$ cat config.mk
export PLATFORM = sky130hd
export DESIGN_NAME = hram_cmd_seq
export DESIGN_NICKNAME = d
export VERILOG_FILES = /design/src/rtl/hram_pkg.sv /design/src/rtl/hram_cmd_seq.sv
export SDC_FILE = /design/constraint.sdc
export NUM_CORES = 1
export LEC_CHECK = 0
export BUFFER_PORTS_ARGS = -buffer_cell sky130_fd_sc_hd__buf_4
export CELL_PAD_IN_SITES_DETAIL_PLACEMENT = 0
export CELL_PAD_IN_SITES_GLOBAL_PLACEMENT = 1
export CORE_MARGIN = 2
export CORE_UTILIZATION = 39
export CTS_BUF_LIST = sky130_fd_sc_hd__clkbuf_2
export CTS_CLUSTER_DIAMETER = 30
export CTS_CLUSTER_SIZE = 28
export DETAILED_ROUTE_END_ITERATION = 10
export HOLD_SLACK_MARGIN = 0.15
export PLACE_DENSITY_LB_ADDON = 0.2
export SLEW_MARGIN = 20
export SYNTH_ARGS = -nofsm -noshare
export SYNTH_HDL_FRONTEND = slang
export SYNTH_SLANG_ARGS = --single-unit
$ cat constraint.sdc
create_clock -name clk -period 5.26 [get_ports clk]
set_input_delay 0.263 -clock clk [delete_from_list [all_inputs] [get_ports clk]]
set_output_delay 0.263 -clock clk [all_outputs]
set_load 0.005 [all_outputs]
$ cat src/rtl/hram_pkg.sv
// HyperRAM command sequencer shared types.
// FSM/select enums, error codes, CA layout and packer.
package hram_pkg;

   typedef enum logic [1:0] {
      ST_IDLE,
      ST_LAUNCH,
      ST_WAIT,
      ST_RECOVER
   } state_t;

   typedef enum logic [1:0] {
      SEL_NONE  = 2'd0,
      SEL_RDREG = 2'd1,
      SEL_RDMEM = 2'd2,
      SEL_WRMEM = 2'd3
   } sel_t;

   localparam logic [1:0] ERR_NONE    = 2'd0;
   localparam logic [1:0] ERR_UNSUP   = 2'd1;
   localparam logic [1:0] ERR_TIMEOUT = 2'd2;

   localparam int CA_RW     = 47;
   localparam int CA_AS     = 46;
   localparam int CA_BURST  = 45;
   localparam int CA_ROW_HI = 44;
   localparam int CA_ROW_LO = 16;
   localparam int CA_COL_HI = 2;

   function automatic logic [47:0] pack_ca(
      input logic        write,
      input logic        reg_space,
      input logic [31:0] addr
   );
      logic [47:0] ca;
      ca = '0;
      ca[CA_RW]    = ~write;
      ca[CA_AS]    = reg_space;
      ca[CA_BURST] = 1'b1;
      ca[CA_ROW_HI:CA_ROW_LO] = addr[31:3];
      ca[CA_COL_HI:0] = addr[2:0];
      return ca;
   endfunction

endpackage

$ cat src/rtl/hram_cmd_seq.sv
// HyperRAM command sequencer: accepts one request, packs CA,
// launches the matching engine and enforces a CS# recovery gap.
module hram_cmd_seq
   import hram_pkg::*;
#(
   parameter int TIMEOUT_CYCLES = 64,
   parameter int RECOVER_CYCLES = 4
) (
   input  logic        clk,
   input  logic        rst,
   input  logic        req_valid,
   output logic        req_ready,
   input  logic        req_write,
   input  logic        req_reg,
   input  logic [31:0] req_addr,
   output logic [47:0] casig,
   output logic [1:0]  sel,
   output logic        rdreg_start,
   output logic        rdmem_start,
   output logic        wrmem_start,
   input  logic        rdreg_end,
   input  logic        rdmem_end,
   input  logic        wrmem_end,
   output logic        rsp_done,
   output logic        rsp_err,
   output logic [1:0]  rsp_err_code
);

   localparam logic [7:0] TO_LAST = 8'(TIMEOUT_CYCLES - 1);
   localparam logic [7:0] RC_LAST = 8'(RECOVER_CYCLES - 1);

   state_t      state_q, state_d;
   logic [7:0]  cnt_q, cnt_d;
   logic [47:0] ca_q, ca_d;
   sel_t        sel_q, sel_d;
   logic [2:0]  start_q, start_d;
   logic        done_q, done_d;
   logic        err_q, err_d;
   logic [1:0]  code_q, code_d;
   logic        ready_q, ready_d;
   logic        end_hit;

   // End strobe from the engine currently selected; others ignored.
   always_comb begin
      end_hit = 1'b0;
      unique case (sel_q)
         SEL_RDREG: end_hit = rdreg_end;
         SEL_RDMEM: end_hit = rdmem_end;
         SEL_WRMEM: end_hit = wrmem_end;
         default:   end_hit = 1'b0;
      endcase
   end

   // Next state and next registered outputs.
   always_comb begin
      state_d = state_q;
      cnt_d   = cnt_q;
      ca_d    = ca_q;
      sel_d   = sel_q;
      start_d = 3'b000;
      done_d  = 1'b0;
      err_d   = 1'b0;
      code_d  = ERR_NONE;
      ready_d = 1'b0;
      unique case (state_q)
         ST_IDLE: begin
            if (req_valid && ready_q) begin
               ca_d  = pack_ca(req_write, req_reg, req_addr);
               cnt_d = '0;
               if (req_write && req_reg) begin
                  sel_d   = SEL_NONE;
                  err_d   = 1'b1;
                  code_d  = ERR_UNSUP;
                  state_d = ST_RECOVER;
               end else begin
                  unique case (1'b1)
                     req_reg: begin
                        sel_d      = SEL_RDREG;
                        start_d[0] = 1'b1;
                     end
                     req_write: begin
                        sel_d      = SEL_WRMEM;
                        start_d[2] = 1'b1;
                     end
                     default: begin
                        sel_d      = SEL_RDMEM;
                        start_d[1] = 1'b1;
                     end
                  endcase
                  state_d = ST_LAUNCH;
               end
            end else begin
               ready_d = 1'b1;
            end
         end
         ST_LAUNCH: begin
            cnt_d   = cnt_q + 8'd1;
            state_d = ST_WAIT;
         end
         ST_WAIT: begin
            if (end_hit) begin
               done_d  = 1'b1;
               sel_d   = SEL_NONE;
               cnt_d   = '0;
               state_d = ST_RECOVER;
            end else if (cnt_q == TO_LAST) begin
               err_d   = 1'b1;
               code_d  = ERR_TIMEOUT;
               sel_d   = SEL_NONE;
               cnt_d   = '0;
               state_d = ST_RECOVER;
            end else begin
               cnt_d = cnt_q + 8'd1;
            end
         end
         ST_RECOVER: begin
            if (cnt_q == RC_LAST) begin
               ready_d = 1'b1;
               state_d = ST_IDLE;
            end else begin
               cnt_d = cnt_q + 8'd1;
            end
         end
         default: state_d = ST_IDLE;
      endcase
   end

   // State and output registers; reset clears everything at once.
   always_ff @(posedge clk or negedge rst) begin
      if (!rst) begin
         state_q <= ST_IDLE;
         cnt_q   <= '0;
         ca_q    <= '0;
         sel_q   <= SEL_NONE;
         start_q <= '0;
         done_q  <= 1'b0;
         err_q   <= 1'b0;
         code_q  <= ERR_NONE;
         ready_q <= 1'b0;
      end else begin
         state_q <= state_d;
         cnt_q   <= cnt_d;
         ca_q    <= ca_d;
         sel_q   <= sel_d;
         start_q <= start_d;
         done_q  <= done_d;
         err_q   <= err_d;
         code_q  <= code_d;
         ready_q <= ready_d;
      end
   end

   assign req_ready    = ready_q;
   assign casig        = ca_q;
   assign sel          = sel_q;
   assign rdreg_start  = start_q[0];
   assign rdmem_start  = start_q[1];
   assign wrmem_start  = start_q[2];
   assign rsp_done     = done_q;
   assign rsp_err      = err_q;
   assign rsp_err_code = code_q;

endmodule

[Yosys cells after proc, flatten, opt, wreduce, memory -nomap -nowiden]
Cells that the tools add are included.
Storage, ports and cells
  register bits after elaboration: 55
  bits in writable memories: 0
  memories kept: 0
  bits in latches: 0
  output and inout port bits: 58
  ROM bits: 0
Operators by class
  reductions and logical operators: 9
  shift operators: 0
  multiplexer cells: 39
  add/sub/neg operators: 1
  order comparisons: 0
  eq/ne operators: 12
  $mul: 0
  div/mod/pow operators: 0
  bitwise logic cells: 1
Operators with widths (number)
  2-to-1 mux 8 bit: 4
  case mux 8 bit (4 select lines): 1
  2-to-1 mux 2 bit: 11
  2-to-1 mux 1 bit: 13
  case mux 2 bit (2 select lines): 3
  2-to-1 mux 3 bit: 3
  adder 8 x 1 -> 8 bit (second input constant): 1
  == test 2 bit (second input constant): 4
  == test 8 x 2 -> 1 bit (second input constant): 1
  == test 8 x 6 -> 1 bit (second input constant): 1
  case mux 2 bit (4 select lines): 1
  inequality test 2 bit (second input constant): 3
  AND reduction 3 bit: 2
  == test 2 x 1 -> 1 bit (second input constant): 2
  case mux 1 bit (2 select lines): 2
  AND reduction 2 bit: 2
  inequality test 3 bit (second input constant): 1
  case mux 1 bit (3 select lines): 1
  logical AND 1 bit: 2
  logical NOT 2 bit: 1
  nonzero test 2 bit: 1
  OR reduction 2 bit: 1
  inverter 1 bit: 1

[Depth between registers and ports, before layout]
  depth in word-level cells: 5
  mapped depth: 8

[Worst setup path after synthesis]
OpenSTA, ideal clock, no wires.
  path type: register to register
  start point: register cnt_q[4]
  end point: register cnt_q[4]
  cell stages (with the launch flop): 5
  data arrival time: 1.637 ns
  required time: 5.139 ns
  path slack: 3.502 ns
  path through: dfrtp_1 -> or4_4 -> o41ai_4 -> nor2_2 -> a22o_1
Between the ends
  word-level cells in the longest chain between the ends: 4
  elaborated cells on any way between the ends: 9
  classes of those cells: add/sub (1); eq/ne (3); mux (4); reduce/logical (1)
RTL lines
  from (decl): RTL line hram_cmd_seq.sv:33  | logic [7:0] cnt_q, cnt_d;
  from (signal assigned): RTL line hram_cmd_seq.sv:142  | cnt_q <= cnt_d;
  adder 8 x 1 -> 8 bit or == test 8 x 6 -> 1 bit (tied branches)
  2-to-1 mux 8 bit: RTL line hram_cmd_seq.sv:106  | end else if (cnt_q == TO_LAST) begin
  2-to-1 mux 8 bit: RTL line hram_cmd_seq.sv:101  | if (end_hit) begin
  case mux 8 bit (4 select lines): RTL line hram_cmd_seq.sv:65  | unique case (state_q)
Several ways; a longest one is shown, not always the timed one. The select of a mux whose other input is x is not followed.
A chain may end at the register's enable or synchronous reset.

[Final worst setup path]
  start point: register state_q[0]
  end point: register sel_q[0], in the netlist sel[0]
Between the ends
  word-level cells in the longest chain between the ends: 3
  elaborated cells on any way between the ends: 7
  classes of those cells: eq/ne (3); mux (1); reduce/logical (3)
RTL lines
  from (decl): RTL line hram_cmd_seq.sv:32  | state_t state_q, state_d;
  from (signal assigned): RTL line hram_cmd_seq.sv:141  | state_q <= state_d;
  == test 2 bit or logical NOT 2 bit (tied branches): RTL line hram_cmd_seq.sv:65
  inequality test 3 bit (no line), or another cell as far along
  AND reduction 3 bit (no line)
  to (signal assigned): RTL line hram_cmd_seq.sv:144  | sel_q <= sel_d;
  to (decl): RTL line hram_cmd_seq.sv:35  | sel_t sel_q, sel_d;
Several ways; a longest one is shown, not always the timed one.

==> impl_metrics.json <==
{
  "nFillCells": 582,
  "ff2ff_setup_slack_ns": 3.12,
  "grt_pass1_vias": 2110,
  "groute.usage.overall_pct": 16.9,
  "drive_gt1_share_pct": 26.6,
  "ant_nets": 0,
  "p_per_area_mw_per_mm2": 435,
  "port_buffers": 84,
  "reg2reg_from": "state_q[0]",
  "clk_pin_slew_ns": 0.25,
  "num_io_pins": 98,
  "whs_endpoint": "rsp_done",
  "cp_slowest_cell": "and3_1",
  "hp-class": "primary input to flip-flop",
  "yosysTopAreaCell": "dfrtp_1",
  "drc_errors": 0,
  "die_w_um": 84.0,
  "postSynthCellCount": 263,
  "syn_avg_cell_area_sq_um": 9.48,
  "wl_mm": 5.78,
  "place_congestion": 0.839,
  "setup_violations": 0,
  "finalCriticalPeriod_ns": 2.14,
  "hpwl_mm": 3.85,
  "grt_start_max_net_pins": 56,
  "synth-seq-cells": 55,
  "synth.distinct_cells": 33,
  "min_from": "rdreg_end",
  "synthTopCellsByArea": "dfrtp_1, nand2_1, ha_1, buf_4, o21ai_0",
  "cts_tree": "yes",
  "yosys_warnings": 0,
  "cap_violations": 0,
  "area_delta_synth_final_pct": 44.3,
  "wl_per_cell_um": 12.5,
  "max_freq_ghz": 0.467,
  "synth_top_area_share_pct": 55.2,
  "initial_core_util_pct": 39.7,
  "slew_viol_final": 0,
  "status": "finished, final reports clean",
  "worst-endpoint-arrival_ns": 2.52,
  "hold_viol": 0,
  "drt_first_pass_iters": 4,
  "final_util_pct": 57.3,
  "crit_path_start_kind": "flip-flop",
  "worstReg2RegEnd": "sel[0]",
  "worst_pin_slew_ns": 0.693,
  "cts_buffers": 5,
  "p_leak_uw": 0.00194,
  "post_cts_resized": 0,
  "nets": 432,
  "seq_area_frac_synth_pct": 55.2,
  "dp.cells": 418,
  "die_y_um": 84.0,
  "ir_drop_uv": 206,
  "num_vias": 2111,
  "setup.worst_path.class": "flip-flop to flip-flop",
  "grt_antenna_before_repair": 0,
  "cts_buffer_depth": 2,
  "ctsHoldBuffers": 35,
  "end_kind": "flip-flop",
  "crit_chain": "inv_1, ha_1, and3_1, a21oi_1, a21oi_1, nand3b_1, o21ai_0",
  "tns_ns": 0,
  "rsz0062_at_grt": "no",
  "rows": 29,
  "crit_top_cell": "a21oi_1",
  "hold-path-cell-count": 4,
  "cp_max_fo": 18,
  "grt_pass1_wl_mm": 9.74,
  "max_slew_margin_pct": 53.8,
  "antennaDiodeCount": 0,
  "worstPathRequired_ns": 5.64,
  "fin_crit_sh_pct": 40.7,
  "rr_worst_depth": 7,
  "final_cells": 461,
  "cts-htree-levels": 2,
  "viasPerCell": 4.58,
  "root_buffer": "clkbuf_2",
  "dieArea_sq_mm": 0.00705,
  "core-area_sq_mm": 0.00628,
  "clkLatencyLatePin_ns": 0.44,
  "overflow": 0,
  "fin_skew_ns": 0.0188,
  "drt_iter0_drc": 62,
  "postCtsSetupRepairBufs": 0,
  "cts_sinks": 55,
  "cp_slowest_stage_delay_ns": 0.62,
  "synth_area_sq_mm": 0.00249
}
==> synth_stat cells <==
library cell and instances:
a21bo_2 1, nand2_1 104, o41ai_4 1, nand3_1 4, nor4_1 1, o21bai_1 1, and3_1 4, nand3b_1 2
and2_1 5, a21oi_1 3, ha_1 9, nand4_1 1, and3_2 1, o211a_1 1, nor3_1 3, mux2i_1 3
or2_2 1, or4_4 1, clkbuf_1 7, conb_1 1, o21ai_0 12, a31oi_4 1, nor2_2 1, a22o_1 5
nor2b_1 2, nand2b_1 4, dfrtp_1 55, a21boi_1 1, buf_4 13, o2bb2ai_1 1, and2b_2 1, nor2_1 5
inv_1 8
==> how the worst max path moves through the flow <==
stage | to | start | depth (start not counted)
6_report | sel[0] | state_q[0] | 7
3_3_place_gp | cnt_q[7] | state_q[0] | 6
4_1_cts | sel[0] | state_q[0] | 7
3_5_place_dp | sel[0] | state_q[1] | 7
2_1_floorplan | cnt_q[4] | cnt_q[4] | 4
5_1_grt | sel[0] | state_q[1] | 7
==> worst max-delay path, delay by kind of cell (launching register included) <==
family                   cells  cell delay [ns]
AND/OR/NAND/NOR              2             0.74
AO/OA/AOI/OAI                3             0.54
flip-flops                   1             0.48
adder cells (fa/ha/maj)      1             0.24
buffers and inverters        1             0.10
==> cells by family (layout without fill, tap and decap cells) <==
group / Yosys count / count (layout) / synth area share, %
AOI/OAI and AO/OA: 27 / 27 / 8.48
adders and majority gates: 9 / 9 / 4.52
buffers and inverters: 28 / 137 / 6.17
DFF: 55 / 55 / 55.2
muxes: 3 / 3 / 1.20
other: 1 / 13 / 0.150
and+or+nand+nor: 140 / 140 / 24.3
==> metrics by stage <==
stage | area [sq um] | worst slack, ns | total power (uW) | hold WS (ns)
floorplan | 2540 | 3.50 | 985 | -0.0326
global placement | 3160 | 3.23 | 1290 | 0.365
detailed placement | 3160 | 3.18 | 1300 | 0.360
CTS | 3600 | 3.10 | 1590 | 0.167
global route | 3600 | 2.87 | 1700 | 0.175
finish | 3600 | 3.12 | 1570 | 0.184
==> final cells by class <==
class,count,area [sq um],area share [%]
clock buffers,6,30.0,0.835
clock inverters,2,60.1,1.67
inverters,8,30.0,0.835
multi-input cells,192,1010,28.0
flip-flops and latches,55,1380,38.3
well taps,77,96.3,2.68
repair buffers,121,996,27.7
==> cell usage in the layout, fill, tap and decap left out, drive strengths merged, types with 4 or more instances in the layout <==
cell	Yosys	layout
nor2	6	6
dlygate4sd3	0	35
dfrtp	55	55
inv	8	8
nand3	4	4
o21ai	12	12
nand2	104	104
and2	5	5
and3	5	5
nand2b	4	4
ha	9	9
conb	1	13
clkbuf	7	6
a22o	5	5
buf	13	86
==> flip-flops by register name, summed over array words and instances (netlist names) <==
signal,flops
req_ready,1
cnt_q,8
state_q,2
start_q,3
sel,2
casig,35
rsp_err_code,2
rsp_done,1
rsp_err,1
==> power breakdown <==
group | switching [uW] | total [uW] | internal [uW]
Clock | 132 | 262 | 130
Sequential | 88.1 | 658 | 569
Combinational | 310 | 646 | 336
==> per-layer routing <==
layer / part of all wire [%] / global-route usage (%)
met1: 46 / 21.6
met3: 5.5 / 3.46
met2: 47 / 29.0
met4: 1.3 / 4.84
met5: 0 / 0
Note: power is estimated with default switching activity, not from simulation.
